--- src/rtl/select_n_one_pipe_if.sv ---
`default_nettype none
// ============================================================================
// Module  : select_n_one_pipe_if
// Brief   : Producer-side channels and consumer-side output of the N-way
//           registered selector, with valid/ready handshakes.
// Rev     : 1.0  initial release
// ============================================================================
interface select_n_one_pipe_if #(
  parameter int WIDTH = 32,
  parameter int N     = 4,
  parameter int SEL_W = 2
);
  logic [N*WIDTH-1:0] in_data;
  logic [N-1:0]       in_valid;
  logic [N-1:0]       in_ready;
  logic [SEL_W-1:0]   sel;
  logic [WIDTH-1:0]   out_data;
  logic [SEL_W-1:0]   out_chan;
  logic               out_valid;
  logic               out_ready;

  modport master (
    output in_data, in_valid, sel, out_ready,
    input  in_ready, out_data, out_chan, out_valid
  );

  modport slave (
    input  in_data, in_valid, sel, out_ready,
    output in_ready, out_data, out_chan, out_valid
  );
endinterface
`default_nettype wire

--- src/rtl/select_n_one_pipe.sv ---
`default_nettype none
// ============================================================================
// Module  : select_n_one_pipe
// Brief   : N-way WIDTH-bit selector (explicit select or round-robin) with one
//           output pipeline register and valid/ready on every channel.
// Rev     : 1.0  initial release
// ============================================================================
module select_n_one_pipe #(
  parameter int WIDTH = 32,
  parameter int N     = 4,
  parameter int SEL_W = 2,
  parameter int MODE  = 0
) (
  input  wire logic          clk,
  input  wire logic          rst_n,
  select_n_one_pipe_if.slave bus
);

  localparam logic [SEL_W-1:0] c_last = SEL_W'(N - 1);

  logic [WIDTH-1:0] r_out_data;
  logic [SEL_W-1:0] r_out_chan;
  logic             r_out_valid;
  logic [SEL_W-1:0] r_rr_ptr;

  logic             w_load;
  logic             w_found_hi;
  logic             w_found_lo;
  logic [SEL_W-1:0] w_grant_hi;
  logic [SEL_W-1:0] w_grant_lo;
  logic             w_grant_vld;
  logic [SEL_W-1:0] w_idx;
  logic [N-1:0]     w_ready;
  logic [WIDTH-1:0] w_data;
  logic             w_acc;

  assign w_load = ~r_out_valid | bus.out_ready;

  // Two-pass scan: lowest valid at or above rr_ptr wins, else lowest valid overall (wrap).
  always_comb begin : p_grant
    w_found_hi = 1'b0;
    w_found_lo = 1'b0;
    w_grant_hi = '0;
    w_grant_lo = '0;
    for (int i = N - 1; i >= 0; i--) begin
      if (bus.in_valid[i]) begin
        w_found_lo = 1'b1;
        w_grant_lo = SEL_W'(i);
        if (SEL_W'(i) >= r_rr_ptr) begin
          w_found_hi = 1'b1;
          w_grant_hi = SEL_W'(i);
        end
      end
    end
  end

  always_comb begin : p_select
    w_grant_vld = 1'b0;
    w_idx       = '0;
    w_ready     = '0;
    w_data      = '0;
    if (MODE == 0) begin
      // An out-of-range sel matches no channel below, so nothing is offered.
      w_grant_vld = 1'b1;
      w_idx       = bus.sel;
    end else begin
      w_grant_vld = w_found_lo;
      w_idx       = w_found_hi ? w_grant_hi : w_grant_lo;
    end
    for (int i = 0; i < N; i++) begin
      if (SEL_W'(i) == w_idx) begin
        w_ready[i] = rst_n & w_load & w_grant_vld;
        w_data     = bus.in_data[i*WIDTH +: WIDTH];
      end
    end
  end

  assign w_acc = |(w_ready & bus.in_valid);

  always_ff @(posedge clk or negedge rst_n) begin : p_out
    if (!rst_n) begin
      r_out_data  <= '0;
      r_out_chan  <= '0;
      r_out_valid <= 1'b0;
      r_rr_ptr    <= '0;
    end else if (w_acc) begin
      r_out_data  <= w_data;
      r_out_chan  <= w_idx;
      r_out_valid <= 1'b1;
      if (MODE != 0) begin
        r_rr_ptr <= (w_idx == c_last) ? '0 : w_idx + SEL_W'(1);
      end
    end else if (bus.out_ready) begin
      r_out_valid <= 1'b0;
    end
  end

  assign bus.in_ready  = w_ready;
  assign bus.out_data  = r_out_data;
  assign bus.out_chan  = r_out_chan;
  assign bus.out_valid = r_out_valid;

endmodule
`default_nettype wire

--- src/flat_wrapper.sv ---
// flat-port wrapper written by rule: the top's interface ports become plain ports
module select_n_one_pipe_flat 
#(
  parameter int WIDTH = 32,
  parameter int N     = 4,
  parameter int SEL_W = 2,
  parameter int MODE  = 0
)
  (clk, rst_n, bus_in_data, bus_in_valid, bus_sel, bus_out_ready, bus_in_ready, bus_out_data, bus_out_chan, bus_out_valid);
  select_n_one_pipe_if #(.WIDTH(WIDTH), .N(N), .SEL_W(SEL_W)) bus_i ();
  input  wire logic clk;
  input  wire logic rst_n;
  input wire logic [$bits(bus_i.in_data)-1:0] bus_in_data;
  input wire logic [$bits(bus_i.in_valid)-1:0] bus_in_valid;
  input wire logic [$bits(bus_i.sel)-1:0] bus_sel;
  input wire logic [$bits(bus_i.out_ready)-1:0] bus_out_ready;
  output wire logic [$bits(bus_i.in_ready)-1:0] bus_in_ready;
  output wire logic [$bits(bus_i.out_data)-1:0] bus_out_data;
  output wire logic [$bits(bus_i.out_chan)-1:0] bus_out_chan;
  output wire logic [$bits(bus_i.out_valid)-1:0] bus_out_valid;
  assign bus_i.in_data = bus_in_data;
  assign bus_i.in_valid = bus_in_valid;
  assign bus_i.sel = bus_sel;
  assign bus_i.out_ready = bus_out_ready;
  assign bus_in_ready = bus_i.in_ready;
  assign bus_out_data = bus_i.out_data;
  assign bus_out_chan = bus_i.out_chan;
  assign bus_out_valid = bus_i.out_valid;
  select_n_one_pipe #(.WIDTH(WIDTH), .N(N), .SEL_W(SEL_W), .MODE(MODE)) u_core (.clk(clk), .rst_n(rst_n), .bus(bus_i));
endmodule
--- config.mk ---
export PLATFORM = sky130hd
export DESIGN_NAME = select_n_one_pipe_flat
export DESIGN_NICKNAME = d
export VERILOG_FILES = /design/src/rtl/select_n_one_pipe_if.sv /design/src/rtl/select_n_one_pipe.sv /design/src/flat_wrapper.sv
export SDC_FILE = /design/constraint.sdc
export NUM_CORES = 1
export LEC_CHECK = 0
export ABC_CLOCK_PERIOD_IN_PS = 1900
export CORE_ASPECT_RATIO = 0.5
export CORE_MARGIN = 2
export CORE_UTILIZATION = 25
export CTS_BUF_LIST = sky130_fd_sc_hd__clkbuf_4
export CTS_CLUSTER_SIZE = 16
export DETAILED_ROUTE_END_ITERATION = 8
export RECOVER_POWER = 100
export SYNTH_ARGS = -nofsm -noshare
export SYNTH_HDL_FRONTEND = slang
export SYNTH_SLANG_ARGS = --single-unit
--- constraint.sdc ---
create_clock -name clk -period 1.9 [get_ports clk]
set_clock_uncertainty 0.1 [all_clocks]
set_input_delay 0.19 -clock clk [delete_from_list [all_inputs] [get_ports clk]]
set_output_delay 0.19 -clock clk [all_outputs]
set_load 0.02 [all_outputs]
==> metrics.txt <==
status=finished clean; Final Hold Vio Count=0; gr ovfl total=0; CTS clk-pin slew, worst paths=0.11 ns; FF+latch count, synth=35; asr flop ratio synth=100%; Via-to-Cell Ratio=4.58; share of the synthesized area in the top cell type=37.6%; Slowest cell on crit path=mux4_2; WL final=7790 um; Worst EP required=2.04 ns; # IOs=176; GPL Wtd Cong=0.750; chip width=141 um; total leakage power=1.64 nW; syn avg cell area=17.5 um2; Post-CTS Repair Setup Buffers=0; setup repair after global routing missed its margin=false; Skew-Pair Late Insertion Delay=0.34 ns; Hold EP=u_core.bus.out_chan[1]; reg2reg end=u_core.bus.out_data[3]; H-tree depth=2; vias=1982; clock tree root driver cell=clkbuf_4; Slew Limit Fails=0; fmax=558 MHz; Synth area leader=dfrtp_1; most numerous cell in the Yosys netlist=dfrtp_1; Layout area overhead=80.0%; fin crit period=1.79 ns; first-pass GRT wire length=12300 um; DRT iter0 DRCs=60; antenna violations before repair=0; Post-DP HPWL=6600 um; Post-synth top cells=dfrtp_1 (35), mux4_2 (33), mux2_4 (29), buf_6 (6), mux2_1 (5); Detailed Routing Iterations Pass 1=4; Worst Tran Pin Value=0.472 ns; Final Core Density=47.2%; Detail Route Antenna Nets=0; synth unique cells=21; hold crit path type=in -> reg; Reg2Reg Depth=5; ANT cells=0; DIE HEIGHT=72.3 um; PortBufs=175; Worst EP arrival=1.93 ns; clock buffer depth=2; Seq/Total Area, Yosys=37.6%; Ys Warns=0; Mapped Cells=133; Post-synth EDFFs=0; CP cell instances=clkdlybuf4s50_1, mux4_2, nand3_1, clkbuf_1, mux2_1; Die ar.=0.0102 mm2; Core Region=0.00889 mm2; hold path cells=3; DRC=0; Tcrit/Tclk final=94.3%; Fillers=829; Global Route Usage Sum=15.9%; share of cells above drive strength 1=19.0%; power density over cell area=681 mW/mm2; CTS tree=built; final setup vio count=0; CTS Sinks=35; WL per Instance=18.0 um; critical path peak fanout=4; max_slew headroom=68.5%; hold path start=bus_sel[1]; pin count of the biggest net entering global routing=40; starting density of the core=26.2%; reg2reg start=u_core.bus.out_valid; number of global-route vias before repair=2319; nets=452; kind of critical path=in -> reg; Mapped Nets=270; Synth area leaders=dfrtp_1 (38%), mux4_2 (32%), mux2_4 (19%); ys flop type=dfrtp_1; mapped cell area=0.00233 mm2; setup TNS=0 ns; Critical Path Start Type=input port; max_cap viols=0; Worst setup EP type=flip-flop; total CTS buffers=5; Crit path largest cell delay=0.47 ns; cell row count=24; VDD IR max=0.270 mV; FF-to-FF setup slack=0.23 ns
==> flip-flops by register name, summed over array words and instances (netlist names) <==
| name | flops |
|---|---|
| u_core.bus.out_data | 32 |
| u_core.bus.out_chan | 2 |
| u_core.bus.out_valid | 1 |
==> per-layer routing <==
metal  global-route usage, %  wire [um]  vias up  share of wire [%]
li1                        -          -      907                  -
met1                    18.9       3110     1019                 40
met2                    29.6       4330       42                 56
met3                    3.23        217       14                2.8
met4                    5.00        142        0                1.8
met5                       0          0        -                  0
==> how the worst max path moves through the flow <==
stage / to / slack [ns] / start
CTS: bus_in_ready[0] / 0.06 / rst_n
global placement: u_core.bus.out_data[30] / -0.07 / bus_in_valid[0]
floorplan: bus_in_ready[0] / 0.24 / u_core.bus.out_valid
global route: bus_in_ready[0] / 0.02 / u_core.bus.out_valid
detailed placement: u_core.bus.out_data[3] / -0.13 / bus_in_valid[0]
finish: u_core.bus.out_data[17] / 0.11 / bus_in_valid[0]
==> cell usage in the layout (no fill, tap or decap), drive strengths merged <==
master	count
dlygate4sd2	3
dlygate4sd3	36
clkbuf	8
nand2	2
clkdlybuf4s15	1
o2bb2ai	1
nand3	4
clkinv	2
mux2	36
nand2b	1
buf	13
nor2	2
a31oi	1
a31o	1
mux4	33
dfrtp	35
nor3	2
a22o	1
inv	1
clkdlybuf4s50	133
==> power breakdown <==
group / switching (W) / internal (W) / total [W]
logic: 0.000591 / 0.000805 / 0.00140
clock network: 0.000250 / 0.000151 / 0.000402
registers: 0.000109 / 0.000950 / 0.00106
==> through the flow <==
| stage | std cells | setup slack (ns) | area [um2] | hold slack (ns) | total power (W) |
|---|---|---|---|---|---|
| 3_5_place_dp | 424 | -0.127 | 4240 | 0.264 | 0.00272 |
| 6_report | 433 | 0.109 | 4200 | 0.114 | 0.00286 |
| 2_1_floorplan | 133 | 0.236 | 2330 | -0.206 | 0.00186 |
| 5_1_grt | 433 | 0.0166 | 4200 | 0.123 | 0.00304 |
| 4_1_cts | 433 | 0.0568 | 4300 | 0.0935 | 0.00313 |
| 3_3_place_gp | 424 | -0.0720 | 4240 | 0.244 | 0.00269 |
==> kinds of logic after synthesis <==
group / after synthesis / synth area share [%]
AOI/OAI and AO/OA: 4 / 1.40
and+or+nand+nor: 11 / 2.74
DFF: 35 / 37.6
buffers and inverters: 14 / 4.35
muxes: 69 / 53.9
==> timing repair <==
item | CTS | global route
gates resized for setup | 4 | 1
hold buffers | 1 | 0
endpoints found under the hold margin | 35 | 0
endpoints found under the setup margin | 4 | 1
pin swaps | 0 | 0
==> final cells by class <==
class / instances / area (um2) / area share, %
well taps: 117 / 146 / 3.49
clock inverters: 2 / 7.51 / 0.179
flip-flops and latches: 35 / 876 / 20.9
multi-input cells: 84 / 1250 / 29.9
clock buffers: 6 / 45.0 / 1.07
repair buffers: 188 / 1860 / 44.4
inverters: 1 / 3.75 / 0.0894
==> worst max-delay path, delay by kind of cell <==
kind                   cells  cell delay, ns
multiplexers               2            0.82
buffers and inverters      2            0.66
AND/OR/NAND/NOR            1            0.25
(Power assumes the default switching activity.)
